==> src/rtl/wb_sevenseg_scan.sv <==
// Wishbone slave for a multiplexed common-anode 7-segment display: registered bus
// with one wait state, a frame latch taken at each scan wrap, and a registered pin stage.
module wb_sevenseg_scan #(
  parameter int NUM_DIGITS     = 4,
  parameter int SCAN_DIV       = 50000,
  parameter int SEG_ACTIVE_LOW = 1,
  parameter int AN_ACTIVE_LOW  = 1
) (
  input  logic                  clk,
  input  logic                  reset,
  input  logic                  wb_stb_i,
  input  logic                  wb_cyc_i,
  output logic                  wb_ack_o,
  input  logic                  wb_we_i,
  input  logic [31:0]           wb_adr_i,
  input  logic [3:0]            wb_sel_i,
  input  logic [31:0]           wb_dat_i,
  output logic [31:0]           wb_dat_o,
  output logic [6:0]            seg_out,
  output logic                  dp_out,
  output logic [NUM_DIGITS-1:0] an_out
);

  localparam int DW = 4 * NUM_DIGITS;
  localparam int IW = (NUM_DIGITS > 1) ? $clog2(NUM_DIGITS) : 1;
  localparam int PW = $clog2(SCAN_DIV);
  localparam logic [IW-1:0] IDX_LAST = IW'(NUM_DIGITS - 1);
  localparam logic [PW-1:0] PRE_LAST = PW'(SCAN_DIV - 1);

  logic [DW-1:0]         data_q, data_d, fdata_q;
  logic [2:0]            ctrl_q, ctrl_d;
  logic [NUM_DIGITS-1:0] dp_q, dp_d, blank_q, blank_d, fdp_q, fblank_q;
  logic [PW-1:0]         pre_q, pre_d;
  logic [IW-1:0]         idx_q, idx_d;
  logic                  ack_q, ack_d, wr_en;
  logic [31:0]           dat_o_q, rd_data, wmask, data32_old, data32_new;
  logic [NUM_DIGITS-1:0] an_q, an_d;
  logic [6:0]            seg_q, seg_d;
  logic                  dpo_q, dpo_d;
  logic                  pre_wrap, idx_wrap;
  logic [3:0]            cur_nib;
  logic                  cur_dp, cur_blank, cur_uz, uz, lz, bcd_hide;
  logic                  unused_bits;

  function automatic logic [6:0] glyph(input logic [3:0] v);
    case (v)
      4'h0: glyph = 7'h3F;  4'h1: glyph = 7'h06;  4'h2: glyph = 7'h5B;  4'h3: glyph = 7'h4F;
      4'h4: glyph = 7'h66;  4'h5: glyph = 7'h6D;  4'h6: glyph = 7'h7D;  4'h7: glyph = 7'h07;
      4'h8: glyph = 7'h7F;  4'h9: glyph = 7'h6F;  4'hA: glyph = 7'h77;  4'hB: glyph = 7'h7C;
      4'hC: glyph = 7'h39;  4'hD: glyph = 7'h5E;  4'hE: glyph = 7'h79;  default: glyph = 7'h71;
    endcase
  endfunction

  // Bus: ack_d marks the cycle a request is accepted; writes and read data commit then.
  always_comb begin
    ack_d = wb_stb_i & wb_cyc_i & ~ack_q;
    wr_en = ack_d & wb_we_i;
    for (int b = 0; b < 4; b++) wmask[8*b +: 8] = {8{wb_sel_i[b]}};
    data32_old = '0;
    data32_old[DW-1:0] = data_q;
    data32_new = (data32_old & ~wmask) | (wb_dat_i & wmask);
    rd_data = '0;
    case (wb_adr_i[3:2])
      2'd0:    rd_data = data32_old;
      2'd1:    rd_data[2:0] = ctrl_q;
      2'd2:    rd_data[NUM_DIGITS-1:0] = dp_q;
      default: rd_data[NUM_DIGITS-1:0] = blank_q;
    endcase
    data_d  = data_q;
    ctrl_d  = ctrl_q;
    dp_d    = dp_q;
    blank_d = blank_q;
    if (wr_en) begin
      case (wb_adr_i[3:2])
        2'd0:    data_d = data32_new[DW-1:0];
        2'd1:    if (wb_sel_i[0]) ctrl_d = wb_dat_i[2:0];
        2'd2:    if (wb_sel_i[0]) dp_d = wb_dat_i[NUM_DIGITS-1:0];
        default: if (wb_sel_i[0]) blank_d = wb_dat_i[NUM_DIGITS-1:0];
      endcase
    end
  end

  always_comb begin
    pre_wrap = (pre_q == PRE_LAST);
    idx_wrap = pre_wrap & (idx_q == IDX_LAST);
    pre_d    = pre_wrap ? '0 : pre_q + PW'(1);
    idx_d    = idx_q;
    if (pre_wrap) idx_d = (idx_q == IDX_LAST) ? '0 : idx_q + IW'(1);
  end

  // uz walks from the top digit down: set while every digit at or above i is zero.
  always_comb begin
    cur_nib   = '0;
    cur_dp    = 1'b0;
    cur_blank = 1'b0;
    cur_uz    = 1'b0;
    uz        = 1'b1;
    an_d      = '0;
    for (int i = NUM_DIGITS - 1; i >= 0; i--) begin
      uz = uz & (fdata_q[4*i +: 4] == 4'h0);
      if (idx_q == IW'(i)) begin
        cur_nib   = fdata_q[4*i +: 4];
        cur_dp    = fdp_q[i];
        cur_blank = fblank_q[i];
        cur_uz    = uz;
        an_d[i]   = ctrl_q[0];
      end
    end
    lz       = ctrl_q[2] & cur_uz & (idx_q != '0);
    bcd_hide = ctrl_q[1] & (cur_nib > 4'd9);
    seg_d    = (cur_blank | lz | bcd_hide) ? 7'h00 : glyph(cur_nib);
    dpo_d    = cur_dp;
  end

  always_ff @(posedge clk) begin
    if (!reset) begin
      data_q   <= '0;
      ctrl_q   <= 3'b001;
      dp_q     <= '0;
      blank_q  <= '0;
      fdata_q  <= '0;
      fdp_q    <= '0;
      fblank_q <= '0;
      pre_q    <= '0;
      idx_q    <= '0;
      ack_q    <= 1'b0;
      dat_o_q  <= '0;
      an_q     <= '0;
      seg_q    <= '0;
      dpo_q    <= 1'b0;
    end else begin
      data_q  <= data_d;
      ctrl_q  <= ctrl_d;
      dp_q    <= dp_d;
      blank_q <= blank_d;
      // Latch the pre-write registers so a write on the wrap cycle lands in the next frame.
      if (idx_wrap) begin
        fdata_q  <= data_q;
        fdp_q    <= dp_q;
        fblank_q <= blank_q;
      end
      pre_q <= pre_d;
      idx_q <= idx_d;
      ack_q <= ack_d;
      if (ack_d) dat_o_q <= rd_data;
      an_q  <= an_d;
      seg_q <= seg_d;
      dpo_q <= dpo_d;
    end
  end

  assign wb_ack_o    = wb_stb_i & wb_cyc_i & ack_q;
  assign wb_dat_o    = dat_o_q;
  assign seg_out     = (SEG_ACTIVE_LOW != 0) ? ~seg_q : seg_q;
  assign dp_out      = (SEG_ACTIVE_LOW != 0) ? ~dpo_q : dpo_q;
  assign an_out      = (AN_ACTIVE_LOW != 0) ? ~an_q : an_q;
  assign unused_bits = ^{wb_adr_i[31:4], wb_adr_i[1:0], data32_new};

endmodule
==> config.mk <==
export PLATFORM = sky130hd
export DESIGN_NAME = wb_sevenseg_scan
export DESIGN_NICKNAME = d
export VERILOG_FILES = /design/src/rtl/wb_sevenseg_scan.sv
export SDC_FILE = /design/constraint.sdc
export NUM_CORES = 1
export LEC_CHECK = 0
export CAP_MARGIN = 20
export CORE_MARGIN = 1.5
export CORE_UTILIZATION = 50
export DETAILED_ROUTE_END_ITERATION = 16
export GPL_ROUTABILITY_DRIVEN = 0
export PLACE_DENSITY = 0.81
export SLEW_MARGIN = 40
export SYNTH_ARGS = -nofsm -noshare
export SYNTH_HDL_FRONTEND = slang
export SYNTH_SLANG_ARGS = --single-unit
==> constraint.sdc <==
create_clock -name clk -period 8.29 [get_ports clk]
set_clock_uncertainty 0.2 [all_clocks]
set_input_delay 1.658 -clock clk [delete_from_list [all_inputs] [get_ports clk]]
set_output_delay 1.658 -clock clk [all_outputs]
set_load 0.02 [all_outputs]
# --- After elaboration in Yosys (flattened, before gate mapping) ---
# Memories as Yosys holds them, arrays and structs flattened. A register that Yosys moved wholly into a read port is not among the register bits.
# Index checks and enable logic that the tools add are counted.
totals:
  out_inout_bits: 45
  rom_bits: 112
  mem_bits_rw: 0
  memories: 1
  wordCells: 87
  latchBits: 0
  in_bits: 73
  register_bits: 107
op_classes:
  n_mux: 20
  n_eq_ne: 6
  n_reduce_logical: 18
  add_sub_neg: 2
  multipliers: 0
  n_bitwise: 23
  n_lt_le_gt_ge: 1
  shift: 0
  n_div: 0
mem_list:
  columns: ["name", "depth", "word_bits", "read_ports", "rd_clocked_by_memory_dff", "wr", "line", "text"]
  rows:
  - ["(name not given)", 16, 7, 1, 1, 0, "46", "case (v)"]
op_table:
  columns: ["cell", "count"]
  rows:
  - ["$and A16 B16 Y16", 2]
  - ["$add A16 B1 Y16 const B", 1]
  - ["$eq A16 B16 Y1 const B", 1]
  - ["$logic_not A4 Y1", 4]
  - ["$mux W4", 4]
  - ["$not A16 Y16", 1]
  - ["$or A16 B16 Y16", 1]
  - ["$mux W1", 12]
  - ["$mux W12", 1]
  - ["$and A1 B1 Y1", 11]
  - ["$reduce_and A2 Y1", 5]
  - ["$pmux W3 S3", 1]
  - ["$reduce_and A3 Y1", 3]
  - ["$not A7 Y7", 1]
  - ["$eq A2 B2 Y1 const B", 3]
  - ["$eq A2 B1 Y1 const B", 2]
  - ["$gt A4 B4 Y1 const B", 1]
  - ["$logic_not A2 Y1", 2]
  - ["$not A1 Y1", 4]
  - ["$not A4 Y4", 1]
  - ["$reduce_or A2 Y1", 2]
  - ["$pmux W1 S3", 1]
  - ["$reduce_or A3 Y1", 1]
  - ["$add A2 B1 Y2 const B", 1]
  - ["other kinds (3)", 4]

# --- Longest topological paths before layout ---
depth:
  word_depth: 10
  ltp_mapped: 12
  depth_no_buf: 11

# --- Worst setup path before layout ---
# Ideal clock, no wire load.
synth_timing:
  path_kind: "input-to-output"
  startpoint: "input wb_stb_i"
  endpoint: "output wb_ack_o"
  t_required_ns: 6.432
  stages: 1
  n_path_buf: 0
  slack_ns: 4.528
  arrival_ns: 1.904
  path_cell_list: "and3_1"
synth_via:
  elab_chain_len: 2
synth_lines:
  columns: ["element", "line", "text"]
  rows:
  - ["start, declared", "11", "input logic wb_stb_i,"]
  - ["$and A1 B1 Y1 (2 in a row)", "152", "assign wb_ack_o = wb_stb_i & wb_cyc_i & ack_q;"]
  - ["end, declared", "13", "output logic wb_ack_o,"]
# Every way passes these cells.

# --- Final worst setup path ---
# Same ends and word-level chain as after synthesis.

==> results.py <==
metrics = {
    "pwr": {
        "power_frac_clock_pct": 35.3,
        "leakagePower_uw": 0.00207,
        "p_comb_share_pct": 6.5,
        "p_seq_share_pct": 58.2,
        "power_density_nw_per_um2": 155,
        "internal-power_uw": 614,
        "switching_share_pct": 25.2,
        "ir_worst_vdd_mv": 0.0999,
        "power.switching_uw": 206,
    },
    "synthesis": {
        "async_flop_share_pct": 0,
        "synth_area_leaders": "dfxtp_1 (42%), mux2i_1 (12%), nor2b_1 (7.2%), ha_1 (3.2%), buf_4 (2.8%)",
        "ys.flop_type": "dfxtp_1",
        "postSynthAreaPerCell_um2": 10.1,
        "synth.distinct_cells": 66,
        "synthCells": 456,
        "syn-cell-area_um2": 4630,
        "synth_edf_count": 0,
        "yosysTopAreaCell": "dfxtp_1",
        "synth_top_area_share_pct": 42.4,
        "synth_warnings": 0,
        "yosysSeqAreaShare_pct": 42.4,
        "synth-seq-cells": 98,
    },
    "timing": {
        "grt_setup_unrepaired": "no",
        "max_freq_mhz": 207,
        "post-route-period-util_pct": 58.2,
        "drv_slew": 0,
        "worstMarginPinSlew_ns": 0.787,
        "min_period_ns": 4.83,
        "final.setup.tns_ns": 0,
        "setup-violations-final": 0,
        "hold_viol": 0,
        "relSlewSlack_pct": 47.1,
    },
    "clock_network": {
        "cts_setup_buffers": 0,
        "insertion_delay_ns": 0.37,
        "h-tree-depth": 3,
        "cts_tree": "yes",
        "clkTransAtPathRegs_ns": 0.09,
        "ctsHoldBuffers": 0,
        "root_buffer": "clkbuf_8",
        "cts.path.max_buffers": 2,
        "cts.sinks": 98,
        "numCtsBuffers": 9,
        "cts_resized": 0,
    },
    "finish": {
        "layout-drive-gt1-share_pct": 7.94,
        "design_area_um2": 5290,
        "syn_to_final_growth_pct": 14.4,
        "diodes": 0,
        "fin_util_pct": 59.8,
        "nNetsFinal": 584,
    },
    "global_route": {
        "track_usage_pct": 18.9,
        "grt_max_degree": 69,
        "antenna_found_initial": 0,
        "grt_first_pass_wirelength_um": 15000,
        "overflow": 0,
        "grt_pass1_vias": 3135,
    },
    "setup_path": {
        "crit_required_ns": 6.43,
        "reg2reg_to": "seg_q[2]$_SDFF_PP0_",
        "ff2ff_path_depth": 10,
        "cp-end-kind": "output port",
        "cp.arrival_ns": 2.97,
        "crit_type": "in2out",
        "timing.rr.start": "idx_q[0]$_SDFFE_PN0N_",
        "reg2reg_setup_slack_ns": 5.13,
        "start_kind": "primary input",
        "crit_fanout": 3,
    },
    "floorplan": {
        "num_rows": 34,
        "die_w_um": 99.2,
        "start_util_pct": 52.3,
        "dieArea_um2": 9840,
        "core_area_um2": 8850,
        "die_h_um": 99.2,
        "io_pins": 118,
    },
    "placed_design": {
        "place_hpwl_um": 6250,
        "portBuffers": 53,
        "placed_area_um2": 5110,
    },
    "run_status": {
        "status": "completed",
    },
    "route": {
        "drt-pass1-iter-count": 4,
        "viasPerCell": 5.33,
        "ant_nets": 0,
        "first_iter_violations": 151,
        "drc": 0,
        "vias": 3264,
        "routedWlPerCell_um": 14.5,
        "wirelength_um": 8860,
    },
    "min_path": {
        "min_to": "pre_q[0]$_SDFF_PP0_",
        "min_from": "pre_q[0]$_SDFF_PP0_",
        "hp-class": "reg2reg",
        "min_delay_path_depth": 1,
    },
    "job": {
        "maxCapViolations": 0,
    },
}
-- power groups by stage --
stage	sequential, uW	combinational [uW]	clock, uW
2_1_floorplan	488	36.5	0
3_3_place_gp	488	52.2	0
3_5_place_dp	489	53.3	0
4_1_cts	478	53.5	296
5_1_grt	478	57.3	316
6_report	478	53.4	289
-- cells in the mapped netlist, types with 2 or more instances --
| cell type | count |
|---|---|
| clkbuf_1 | 10 |
| buf_6 | 3 |
| and4bb_1 | 2 |
| a21oi_1 | 11 |
| mux2i_1 | 54 |
| a221oi_1 | 2 |
| nand2_1 | 24 |
| o211ai_1 | 2 |
| ha_1 | 12 |
| o21ai_1 | 2 |
| buf_12 | 2 |
| xnor2_1 | 6 |
| buf_2 | 5 |
| nand4_1 | 4 |
| a22oi_1 | 2 |
| mux4_2 | 3 |
| nand3_1 | 9 |
| xor2_1 | 7 |
| nor2_1 | 23 |
| nor3_1 | 2 |
| buf_4 | 17 |
| nand2b_1 | 2 |
| a22o_1 | 12 |
| dfxtp_1 | 98 |
| and2_1 | 3 |
| inv_1 | 23 |
| a211oi_1 | 3 |
| nor2b_1 | 53 |
| o311ai_1 | 2 |
| a21boi_0 | 4 |
| and3_1 | 9 |
| or3_1 | 2 |
| and4_1 | 2 |
| o21ai_0 | 7 |
| nand3b_1 | 3 |
-- cells in the final DEF (no fill, tap or decap), types with 3 or more instances in the layout --
cell / count
dfxtp_1: 98
mux2i_1: 54
nor2b_1: 53
clkdlybuf4s50_1: 53
nand2_1: 24
inv_1: 23
nor2_1: 23
conb_1: 16
a22o_1: 12
ha_1: 12
a21oi_1: 11
and3_1: 9
nand3_1: 9
clkbuf_8: 9
o21ai_0: 7
xor2_1: 7
xnor2_1: 6
nand4_1: 4
a21boi_0: 4
nand3b_1: 3
a211oi_1: 3
and2_1: 3
mux4_2: 3
inv_6: 3
-- cell families after synthesis --
| group | share of synthesized area [%] |
|---|---|
| AND/OR/NAND/NOR | 21.1 |
| flip-flops | 42.4 |
| buffers and inverters | 7.74 |
| multiplexers | 13.4 |
| AO/OA/AOI/OAI | 9.55 |
| XOR/XNOR | 2.46 |
| adder cells (fa/ha/maj) | 3.25 |
| other | 0.0811 |
-- worst max-delay path, stage by stage --
cell and delay, ns:
clkdlybuf4s50_1 0.54, and3_1 0.17, clkdlybuf4s50_1 0.60
-- metal layers --
layer  GRT usage, %  vias up  routed length (um)
met5              0        -                   0
met3           3.37       19                 354
met4           8.34        0                 167
met1           24.8     1537                4180
li1               -     1629                   -
met2           30.7       79                4160
-- worst max path at each step --
stage	startpoint	end	depth (start not counted)
2_1_floorplan	wb_stb_i	wb_ack_o	1
3_3_place_gp	wb_cyc_i	wb_ack_o	3
3_5_place_dp	wb_cyc_i	wb_ack_o	3
4_1_cts	wb_cyc_i	wb_ack_o	3
5_1_grt	wb_cyc_i	wb_ack_o	3
6_report	wb_stb_i	wb_ack_o	3
-- final cells by class --
cell class / instances / area (um^2)
clock inverters: 7 / 57.6
multi-input cells: 311 / 2380
well taps: 108 / 135
repair buffers: 55 / 546
flip-flops and latches: 98 / 1960
clock buffers: 9 / 124
inverters: 24 / 90.1
fillers: 763 / 3560
-- metrics by stage --
step | setup WS, ns | power (uW) | std cells | hold WS (ns)
final | 3.46 | 820 | 612 | 0.243
after CTS | 3.45 | 827 | 612 | 0.243
after detailed placement | 3.46 | 542 | 596 | 0.229
after floorplan | 4.53 | 525 | 471 | 0.213
after global routing | 3.42 | 851 | 612 | 0.277
after global placement | 3.49 | 541 | 596 | 0.224
No activity file was read; power rests on OpenSTA's default activity.
